### src/rtl/ov7670_pkg.sv
// Shared types and constants for the OV7670 register configuration sequencer.
package ov7670_pkg;

    // ROM word layout: {reg_addr, reg_value}
    localparam int ROM_ADDR_W = 8;
    localparam int ROM_WORD_W = 16;
    localparam int ROM_REG_W  = 8;
    localparam int ROM_VAL_W  = 8;
    localparam int COUNT_W    = 8;

    // Reserved ROM words that are not register writes
    localparam logic [ROM_WORD_W-1:0] ROM_END_MARKER   = 16'hFFFF;
    localparam logic [ROM_WORD_W-1:0] ROM_DELAY_MARKER = 16'hFFF0;

    typedef enum logic [2:0] {
        ST_IDLE,
        ST_FETCH,
        ST_DECODE,
        ST_WRITE,
        ST_DELAY,
        ST_DONE
    } seq_state_e;

    // Increment that sticks at all-ones instead of wrapping
    function automatic logic [COUNT_W-1:0] sat_inc(input logic [COUNT_W-1:0] v);
        return (v == {COUNT_W{1'b1}}) ? v : v + COUNT_W'(1);
    endfunction

endpackage

### src/rtl/ov7670_config_sequencer_if.sv
// ROM read port and SCCB write handshake as seen by the configuration sequencer.
interface ov7670_config_sequencer_if;
    import ov7670_pkg::*;

    logic [ROM_ADDR_W-1:0] rom_addr_o;
    logic [ROM_WORD_W-1:0] rom_data_i;
    logic                  sccb_valid_o;
    logic                  sccb_ready_i;
    logic [ROM_REG_W-1:0]  sccb_reg_o;
    logic [ROM_VAL_W-1:0]  sccb_data_o;

    // Sequencer side
    modport master (
        output rom_addr_o,
        input  rom_data_i,
        output sccb_valid_o,
        input  sccb_ready_i,
        output sccb_reg_o,
        output sccb_data_o
    );

    // ROM / SCCB-master side
    modport slave (
        input  rom_addr_o,
        output rom_data_i,
        input  sccb_valid_o,
        output sccb_ready_i,
        input  sccb_reg_o,
        input  sccb_data_o
    );

endinterface

### src/rtl/ov7670_config_sequencer_delay_timer.sv
// Loadable down-counter with a zero flag, used for the post-write settle delays.
module delay_timer #(
    parameter int WIDTH = 8
) (
    input  logic             clk_i,
    input  logic             rst_ni,
    input  logic             load_i,
    input  logic [WIDTH-1:0] load_val_i,
    input  logic             dec_i,
    output logic             zero_o
);

    logic [WIDTH-1:0] cnt_q;
    logic [WIDTH-1:0] cnt_d;

    // Load has priority over decrement; the count never goes below zero
    always_comb begin
        cnt_d = cnt_q;
        if (load_i) begin
            cnt_d = load_val_i;
        end else if (dec_i && (cnt_q != '0)) begin
            cnt_d = cnt_q - WIDTH'(1);
        end
    end

    // Counter register
    always_ff @(posedge clk_i or negedge rst_ni) begin
        if (!rst_ni) begin
            cnt_q <= '0;
        end else begin
            cnt_q <= cnt_d;
        end
    end

    assign zero_o = (cnt_q == '0);

endmodule

### src/rtl/ov7670_config_sequencer.sv
// Walks a configuration ROM and issues one SCCB register write per entry,
// honouring delay and end markers, until the end marker or the last address.
module ov7670_config_sequencer
    import ov7670_pkg::*;
#(
    parameter int unsigned DELAY_CYCLES = 250_000,
    parameter int unsigned ROM_DEPTH    = 256
) (
    input  logic                      clk_i,
    input  logic                      rst_ni,
    input  logic                      start_i,
    ov7670_config_sequencer_if.master bus,
    output logic                      busy_o,
    output logic                      done_o,
    output logic [COUNT_W-1:0]        write_count_o
);

    localparam int unsigned TMR_W = $clog2(DELAY_CYCLES + 1);
    localparam logic [TMR_W-1:0] TMR_LOAD = TMR_W'(DELAY_CYCLES - 1);
    localparam logic [ROM_ADDR_W-1:0] LAST_ADDR = ROM_ADDR_W'(ROM_DEPTH - 1);

    seq_state_e             state_q, state_d;
    logic [ROM_ADDR_W-1:0]  addr_q,  addr_d;
    logic [ROM_REG_W-1:0]   reg_q,   reg_d;
    logic [ROM_VAL_W-1:0]   val_q,   val_d;
    logic [COUNT_W-1:0]     count_q, count_d;

    logic tmr_load;
    logic tmr_dec;
    logic tmr_zero;
    logic at_last;

    assign at_last = (addr_q == LAST_ADDR);

    // Next-state logic: one entry is fetched, decoded, then written or waited on
    always_comb begin
        state_d  = state_q;
        addr_d   = addr_q;
        reg_d    = reg_q;
        val_d    = val_q;
        count_d  = count_q;
        tmr_load = 1'b0;
        tmr_dec  = 1'b0;
        unique case (state_q)
            ST_IDLE, ST_DONE: begin
                if (start_i) begin
                    state_d = ST_FETCH;
                    addr_d  = '0;
                    count_d = '0;
                end
            end
            ST_FETCH: begin
                // ROM is registered: data for addr_q appears one cycle later
                state_d = ST_DECODE;
            end
            ST_DECODE: begin
                if (bus.rom_data_i == ROM_END_MARKER) begin
                    state_d = ST_DONE;
                end else if (bus.rom_data_i == ROM_DELAY_MARKER) begin
                    state_d  = ST_DELAY;
                    tmr_load = 1'b1;
                end else begin
                    state_d = ST_WRITE;
                    reg_d   = bus.rom_data_i[ROM_WORD_W-1 -: ROM_REG_W];
                    val_d   = bus.rom_data_i[ROM_VAL_W-1:0];
                end
            end
            ST_WRITE: begin
                if (bus.sccb_ready_i) begin
                    count_d = sat_inc(count_q);
                    if (at_last) begin
                        state_d = ST_DONE;
                    end else begin
                        addr_d  = addr_q + ROM_ADDR_W'(1);
                        state_d = ST_FETCH;
                    end
                end
            end
            ST_DELAY: begin
                if (tmr_zero) begin
                    if (at_last) begin
                        state_d = ST_DONE;
                    end else begin
                        addr_d  = addr_q + ROM_ADDR_W'(1);
                        state_d = ST_FETCH;
                    end
                end else begin
                    tmr_dec = 1'b1;
                end
            end
            default: begin
                state_d = ST_IDLE;
            end
        endcase
    end

    // State and datapath registers
    always_ff @(posedge clk_i or negedge rst_ni) begin
        if (!rst_ni) begin
            state_q <= ST_IDLE;
            addr_q  <= '0;
            reg_q   <= '0;
            val_q   <= '0;
            count_q <= '0;
        end else begin
            state_q <= state_d;
            addr_q  <= addr_d;
            reg_q   <= reg_d;
            val_q   <= val_d;
            count_q <= count_d;
        end
    end

    delay_timer #(
        .WIDTH (TMR_W)
    ) u_delay_timer (
        .clk_i      (clk_i),
        .rst_ni     (rst_ni),
        .load_i     (tmr_load),
        .load_val_i (TMR_LOAD),
        .dec_i      (tmr_dec),
        .zero_o     (tmr_zero)
    );

    assign bus.rom_addr_o   = addr_q;
    assign bus.sccb_valid_o = (state_q == ST_WRITE);
    assign bus.sccb_reg_o   = reg_q;
    assign bus.sccb_data_o  = val_q;
    assign busy_o           = (state_q != ST_IDLE) && (state_q != ST_DONE);
    assign done_o           = (state_q == ST_DONE);
    assign write_count_o    = count_q;

endmodule

### src/flat_wrapper.sv
// flat-port wrapper written by rule: the top's interface ports become plain ports
module ov7670_config_sequencer_flat import ov7670_pkg::*;
#(
    parameter int unsigned DELAY_CYCLES = 250_000,
    parameter int unsigned ROM_DEPTH    = 256
)
  (clk_i, rst_ni, start_i, busy_o, done_o, write_count_o, bus_rom_addr_o, bus_rom_data_i, bus_sccb_valid_o, bus_sccb_ready_i, bus_sccb_reg_o, bus_sccb_data_o);
  ov7670_config_sequencer_if bus_i ();
  input  logic clk_i;
  input  logic rst_ni;
  input  logic start_i;
  output logic busy_o;
  output logic done_o;
  output logic [COUNT_W-1:0] write_count_o;
  output wire logic [$bits(bus_i.rom_addr_o)-1:0] bus_rom_addr_o;
  input wire logic [$bits(bus_i.rom_data_i)-1:0] bus_rom_data_i;
  output wire logic [$bits(bus_i.sccb_valid_o)-1:0] bus_sccb_valid_o;
  input wire logic [$bits(bus_i.sccb_ready_i)-1:0] bus_sccb_ready_i;
  output wire logic [$bits(bus_i.sccb_reg_o)-1:0] bus_sccb_reg_o;
  output wire logic [$bits(bus_i.sccb_data_o)-1:0] bus_sccb_data_o;
  assign bus_rom_addr_o = bus_i.rom_addr_o;
  assign bus_i.rom_data_i = bus_rom_data_i;
  assign bus_sccb_valid_o = bus_i.sccb_valid_o;
  assign bus_i.sccb_ready_i = bus_sccb_ready_i;
  assign bus_sccb_reg_o = bus_i.sccb_reg_o;
  assign bus_sccb_data_o = bus_i.sccb_data_o;
  ov7670_config_sequencer #(.DELAY_CYCLES(DELAY_CYCLES), .ROM_DEPTH(ROM_DEPTH)) u_core (.clk_i(clk_i), .rst_ni(rst_ni), .start_i(start_i), .bus(bus_i), .busy_o(busy_o), .done_o(done_o), .write_count_o(write_count_o));
endmodule
### config.mk
export PLATFORM = sky130hd
export DESIGN_NAME = ov7670_config_sequencer_flat
export DESIGN_NICKNAME = d
export VERILOG_FILES = /design/src/rtl/ov7670_pkg.sv /design/src/rtl/ov7670_config_sequencer_if.sv /design/src/rtl/ov7670_config_sequencer_delay_timer.sv /design/src/rtl/ov7670_config_sequencer.sv /design/src/flat_wrapper.sv
export SDC_FILE = /design/constraint.sdc
export NUM_CORES = 1
export LEC_CHECK = 0
export CORE_ASPECT_RATIO = 0.75
export CORE_UTILIZATION = 47
export DETAILED_ROUTE_END_ITERATION = 6
export PLACE_DENSITY = 0.76
export SLEW_MARGIN = 20
export SYNTH_ARGS = -nofsm -noshare
export SYNTH_HDL_FRONTEND = slang
export SYNTH_SLANG_ARGS = --single-unit
### constraint.sdc
create_clock -name clk_i -period 1.95 [get_ports clk_i]
set_input_delay 0.585 -clock clk_i [delete_from_list [all_inputs] [get_ports clk_i]]
set_output_delay 0.585 -clock clk_i [all_outputs]
set_load 0.005 [all_outputs]
==> flow_metrics.tcl, run 1 <==
set metrics [dict create \
    cpPeakStageDelay_ps 430 \
    area_growth_pct 53.71 \
    grt_pass1_wl_um 12700 \
    grt_start_max_net_pins 54 \
    yosys_register_bits 53 \
    fp-row-count 24 \
    post-place-cells 444 \
    postSynthCellCount 271 \
    synth_edf_count 0 \
    clock_path_buffers 2 \
    coreArea_um2 5826 \
    floorplan.initialDensity 0.4867 \
    cts.sinks 53 \
    avgViaCountPerCell 5.703 \
    drc 0 \
    fin_setup_tns_ps -728.7 \
    fillers 386 \
    power.internal_mw 3.103 \
    clkPwrFrac 0.173 \
    clkTransAtPathRegs_ps 110 \
    nets 419 \
    worstSetupStartpointType "register" \
    period_share 1.078 \
    crit_family "simple AND/OR/NAND/NOR gates" \
    p_leak_nw 1.815 \
    layout_setup_ws_ps -151.5 \
    setup_viol 12 \
    rr_endpoint "u_core.bus.rom_addr_o[4]" \
    drive_gt1_frac 0.3526 \
    yosys_warnings 0 \
    ir_drop_uv 744.4 \
    hpwlAfterDp_um 4910 \
    avgSynthCellArea_um2 10.46 \
    required_ps 2190 \
    instances_no_fill 475 \
    cp.arrival_ps 2340 \
    htreeDepth 2 \
    power.share.switching 0.3273 \
    synth_ff_type "dfrtp_1" \
    wire_per_inst_um 17.40 \
    p_seq_frac 0.337 \
    ioPinCount 55 \
    drv_slew 0 \
    tritoncts "done" \
    violations "negative setup slack" \
    r2r-start "u_core.state_q[2]" \
    seq_area_um2 1326 \
    fin_skew_ps 9.842 \
    hold_viol 0 \
    final_util 0.7481 \
    fp.dieH_um 69.26 \
    rr_worst_depth 7 \
    crit_buf_inv 2 \
    n_antenna_cell 0 \
    async_reset_ff_frac 1.000 \
    dieArea_um2 6350 \
    antenna_left 0 \
    root_buffer "clkbuf_8" \
    fmax_ghz 0.4759 \
    r2r_slack_ps -150 \
    syn_area_um2 2835 \
    crit_path_end_kind "register" \
    max-slew-margin-rel 0.7557 \
    max-cap-violations 0 \
    rsz0062_at_grt "yes" \
    gp_congestion 0.8714 \
    hold_class "input pin to asynchronous set/reset pin" \
    grt_antenna_before_repair 0 \
    cts_buffers 5 \
    synth_nets 294 \
    period_minus_slack_ps 2101 \
    worstPathCellList "buf_6, and4bb_2, nor3_4, buf_6, nand4_1, or4_1, a21oi_1" \
    comb_power_share 0.490 \
    worstSkewPairLatency_ps 310 \
    multi_input_area_um2 1644 \
    worst_pin_slew_ps 365.9 \
    critPathKind "register to register" \
    status "complete, but fails checks" \
    grt_overflow 0 \
    power_switching_mw 1.509 \
    crit_fanout 7 \
    power_density_nw_per_um2 1058 \
    vias 2709 \
    drtIter0Drc 224 \
    grtUsageTotal 0.2539 \
    path_common_cell "buf_6" \
    die_width_um 91.69 \
    io_buffers 54 \
    grt_pass1_vias 2662 \
    crit_slowest_cell "or4_1" \
    yosysSeqAreaShare 0.4678 \
    synth_cell_type_count 52 \
    drt_pass1_iterations 4 \
    wl_um 8267 \
]
[power groups by stage]
stage / combinational (mW) / clock (mW) / sequential (mW)
after floorplan: 0.824 / 0 / 1.56
after global placement: 1.78 / 0 / 1.55
after detailed placement: 1.82 / 0 / 1.56
after CTS: 2.00 / 0.810 / 1.55
after global routing: 2.41 / 0.852 / 1.59
final: 2.26 / 0.800 / 1.55
[repair_timing]
item | 4_1_cts | 5_1_grt
hold buffers | 0 | 0
pin swaps | 7 | 28
endpoints found under the setup margin | 38 | 43
buffers inserted | 14 | 10
resized for setup | 26 | 38
[cells in the mapped netlist (5+ instances only)]
master / number / area (um^2)
inv_1: 7 / 26.28
o21ai_0: 10 / 50.05
a21oi_1: 7 / 35.03
nand3_1: 7 / 35.03
nand2_1: 18 / 67.56
xnor2_1: 9 / 78.83
nand4_1: 14 / 87.58
and3_1: 5 / 31.28
xor2_1: 10 / 87.58
nor2_1: 24 / 90.09
buf_2: 6 / 30.03
nor2b_1: 6 / 37.54
dfrtp_1: 53 / 1326
and2_1: 5 / 31.28
mux2_2: 16 / 180.2
[routing by layer]
layer / GRT usage / vias up / wire length (um)
li1: - / 1252 / -
met1: 0.3331 / 1319 / 3377
met2: 0.4227 / 108 / 4106
met3: 0.05702 / 30 / 507
met4: 0.07407 / 0 / 276
met5: 0 / - / 0
[per-stage QoR]
step                cell area (um^2)  hold slack (ps)  setup WS, ps  power [mW]
finish                          4358            245.4        -151.5       4.612
global route                    4358            271.1        -170.3       4.856
CTS                             4149            265.5        -67.08       4.364
detailed placement              3865            494.6        -622.3       3.382
global placement                3865            490.4        -528.3       3.326
floorplan                       2863            289.4        -27.90       2.388
[placed cells by master (no fill, tap or decap), drive strengths merged, types with 8 or more instances in the layout]
cell type / Yosys / routed
buf: 6 / 75
clkbuf: 3 / 8
clkdlybuf4s50: 0 / 41
dfrtp: 53 / 53
mux2: 17 / 17
nand2: 18 / 18
nand4: 14 / 14
nor2: 24 / 24
nor3: 8 / 8
o21ai: 13 / 13
xnor2: 9 / 9
xor2: 10 / 10
[kinds of logic (layout without fill, tap and decap cells)]
logic type | Yosys count | after routing | share of synthesized area
AND/OR/NAND/NOR | 112 | 112 | 0.2401
multiplexers | 18 | 18 | 0.07105
buffers and inverters | 16 | 142 | 0.02383
flip-flops | 53 | 53 | 0.4678
XOR/XNOR | 19 | 19 | 0.05869
adder cells (fa/ha/maj) | 3 | 3 | 0.01324
AO/OA/AOI/OAI | 50 | 50 | 0.1253
[state kept, by name, indices dropped and copies added, names as in the netlist]
| signal | flops |
|---|---|
| u_core.bus.rom_addr_o | 8 |
| u_core.bus.sccb_data_o | 8 |
| u_core.bus.sccb_reg_o | 8 |
| u_core.state_q | 3 |
| u_core.u_delay_timer.cnt_q | 18 |
| u_core.write_count_o | 8 |
[worst register-to-register path, delay by kind of cell (launching register included)]
| family | cells | cell delay, ps |
|---|---|---|
| and+or+nand+nor | 4 | 1150 |
| DFF | 1 | 410 |
| buffers and inverters | 2 | 300 |
| AOI/OAI and AO/OA | 1 | 160 |
[worst max path at each step]
stage                                       start                       end  slack [ps]  cells after the start
CTS                             u_core.state_q[2]                    busy_o         -70                      5
finish                          u_core.state_q[2]  u_core.bus.rom_addr_o[4]        -150                      7
global placement                          start_i  u_core.bus.rom_addr_o[2]        -530                      6
global route                    u_core.state_q[2]  u_core.bus.rom_addr_o[4]        -170                      7
detailed placement                        start_i  u_core.bus.rom_addr_o[2]        -620                      6
floorplan           u_core.u_delay_timer.cnt_q[0]  u_core.bus.rom_addr_o[0]         -30                      8
[layout make-up]
cell class	count	area share
multi-input cells	202	0.3773
repair buffers	127	0.2624
well taps	78	0.02239
flip-flops and latches	53	0.3043
inverters	7	0.006029
clock buffers	6	0.01895
clock inverters	2	0.008613
No activity file was read; power rests on OpenSTA's default activity.
==> run 2, diff against run 1 <==
CORE_UTILIZATION = 50   (was 47)
PLACE_DENSITY = 0.77   (was 0.76)
clock period = 2.6 ns   (was 1.95 ns; I/O delays follow)
==> run 2 against run 1 <==
Flip-flop and latch count is the same. Highest routed layer unchanged. Global-route usage shrank 3.6 points. Die area down 5.8%. The run now ends clean.
==> flow_metrics.tcl, run 2 (same netlist as run 1, synthesis figures left out) <==
set metrics [dict create \
    status "finished, final reports clean" \
    cts.sinks 53 \
    period_minus_slack_ps 2548 \
    crit_slowest_cell "dfrtp_2" \
    ioPinCount 55 \
    hpwlAfterDp_um 4436 \
    floorplan.initialDensity 0.5241 \
    vias 2388 \
    drv_slew 0 \
    rsz0062_at_grt "no" \
    dieArea_um2 5979 \
    hold_viol 0 \
    hold_class "input pin to asynchronous set/reset pin" \
    rr_endpoint "u_core.bus.rom_addr_o[0]" \
    ir_drop_uv 506.3 \
    r2r-start "u_core.u_delay_timer.cnt_q[0]" \
    setup_viol 0 \
    gp_congestion 0.8487 \
    drive_gt1_frac 0.1784 \
    fin_setup_tns_ps 0 \
    drc 0 \
    grtUsageTotal 0.2184 \
    crit_fanout 15 \
    largest-register "u_core.u_delay_timer.cnt_q" \
    clkTransAtPathRegs_ps 90 \
    coreArea_um2 5410 \
    fillers 456 \
    grt_antenna_before_repair 0 \
    rr_worst_depth 7 \
    avgViaCountPerCell 5.727 \
    r2r_slack_ps 320 \
    layout_commonest_cell "clkdlybuf4s50_1" \
    finalPower_mw 2.901 \
    layout_setup_ws_ps 52.31 \
    whs_ps 447.9 \
    area_growth_pct 29.57 \
    dp_slack_ps -118.0 \
    largest_reg_flops 18 \
    root_buffer "clkbuf_8" \
    worst_pin_slew_ps 768.6 \
    cts_buffers 5 \
    grt_pass1_wl_um 10070 \
    tritoncts "done" \
    p_leak_nw 1.455 \
    max-slew-margin-rel 0.4852 \
    drtIter0Drc 93 \
    clock_path_buffers 2 \
    grt_start_max_net_pins 54 \
    period_share 0.9799 \
    required_ps 1820 \
    grt_overflow 0 \
    fp-row-count 23 \
    power_density_nw_per_um2 789.6 \
    grt_pass1_vias 2106 \
    postCtsHoldBufs 0 \
    nets 364 \
    final_cell_mix "53 x clkdlybuf4s50_1, 50 x dfrtp_1, 24 x nor2_1" \
    cp.arrival_ps 1770 \
    fp.dieH_um 67.22 \
    n_antenna_cell 0 \
    worstPathCellList "xor2_1, nor2_1, inv_1, clkdlybuf4s50_1" \
    fmax_ghz 0.3925 \
    max-cap-violations 0 \
    crit_path_end "busy_o" \
    die_width_um 88.95 \
    worstSetupStartpointType "register" \
    crit_path_end_kind "output pin" \
    io_buffers 54 \
    fin_skew_ps 4.830 \
    htreeDepth 2 \
    wire_per_inst_um 14.78 \
    wl_um 6164 \
    critPathKind "register to output pin" \
    crit_start "u_core.state_q[2]" \
    cpPeakStageDelay_ps 520 \
    worstSkewPairLatency_ps 300 \
    drt_pass1_iterations 4 \
    antenna_left 0 \
]
[run 2: layout make-up]
type | count | area (um^2) | area share
tap | 75 | 93.84 | 0.02554
timing repair buffer | 72 | 695.7 | 0.1894
clock buffer | 5 | 68.82 | 0.01873
sequential | 53 | 1330 | 0.3621
inverter | 7 | 26.28 | 0.007153
clock inverter | 3 | 17.52 | 0.004768
multi-input combinational | 202 | 1441 | 0.3924
[run 2: per-layer routing]
| metal | track usage | up-vias | wire, um |
|---|---|---|---|
| met2 | 0.3135 | 66 | 2631 |
| met3 | 0.05257 | 7 | 325 |
| met1 | 0.3365 | 1163 | 3159 |
| met4 | 0.04167 | 0 | 48 |
| met5 | 0 | - | 0 |
| li1 | - | 1152 | - |
[run 2: worst max-delay path: cells and delay by family (launching register included)]
family                    cells  cell delay, ps
buffers and inverters         2             550
xor gates and xnor gates      1             310
DFF                           1             520
and+or+nand+nor               1             100
[run 2: timing repair]
action,4_1_cts,5_1_grt
buffers inserted,0,0
gates resized for setup,1,2
endpoints found under the hold margin,0,0
endpoints found under the setup margin,1,2
[run 2: stage by stage]
| stage | util | cells | instance area [um^2] |
|---|---|---|---|
| floorplan | - | 271 | 2835 |
| global placement | 0.6624 | 409 | 3583 |
| detailed placement | 0.6624 | 409 | 3583 |
| CTS | 0.6785 | 417 | 3671 |
| global route | 0.6790 | 417 | 3674 |
| finish | 0.6790 | 417 | 3674 |
[run 2: how the worst min path moves through the flow]
stage,endpoint,slack [ps],cells past startpoint
after CTS,u_core.bus.rom_addr_o[4],460,2
after floorplan,u_core.bus.rom_addr_o[0],480,0
after detailed placement,u_core.bus.sccb_reg_o[7],490,1
after global placement,u_core.bus.sccb_data_o[6],490,1
final,u_core.bus.rom_addr_o[4],450,2
after global routing,u_core.bus.rom_addr_o[5],470,2
[run 2: where the power goes]
| part | total (mW) | internal [mW] | switching, mW |
|---|---|---|---|
| clock network | 0.461 | 0.187 | 0.274 |
| logic | 1.23 | 0.736 | 0.495 |
| registers | 1.21 | 1.02 | 0.185 |
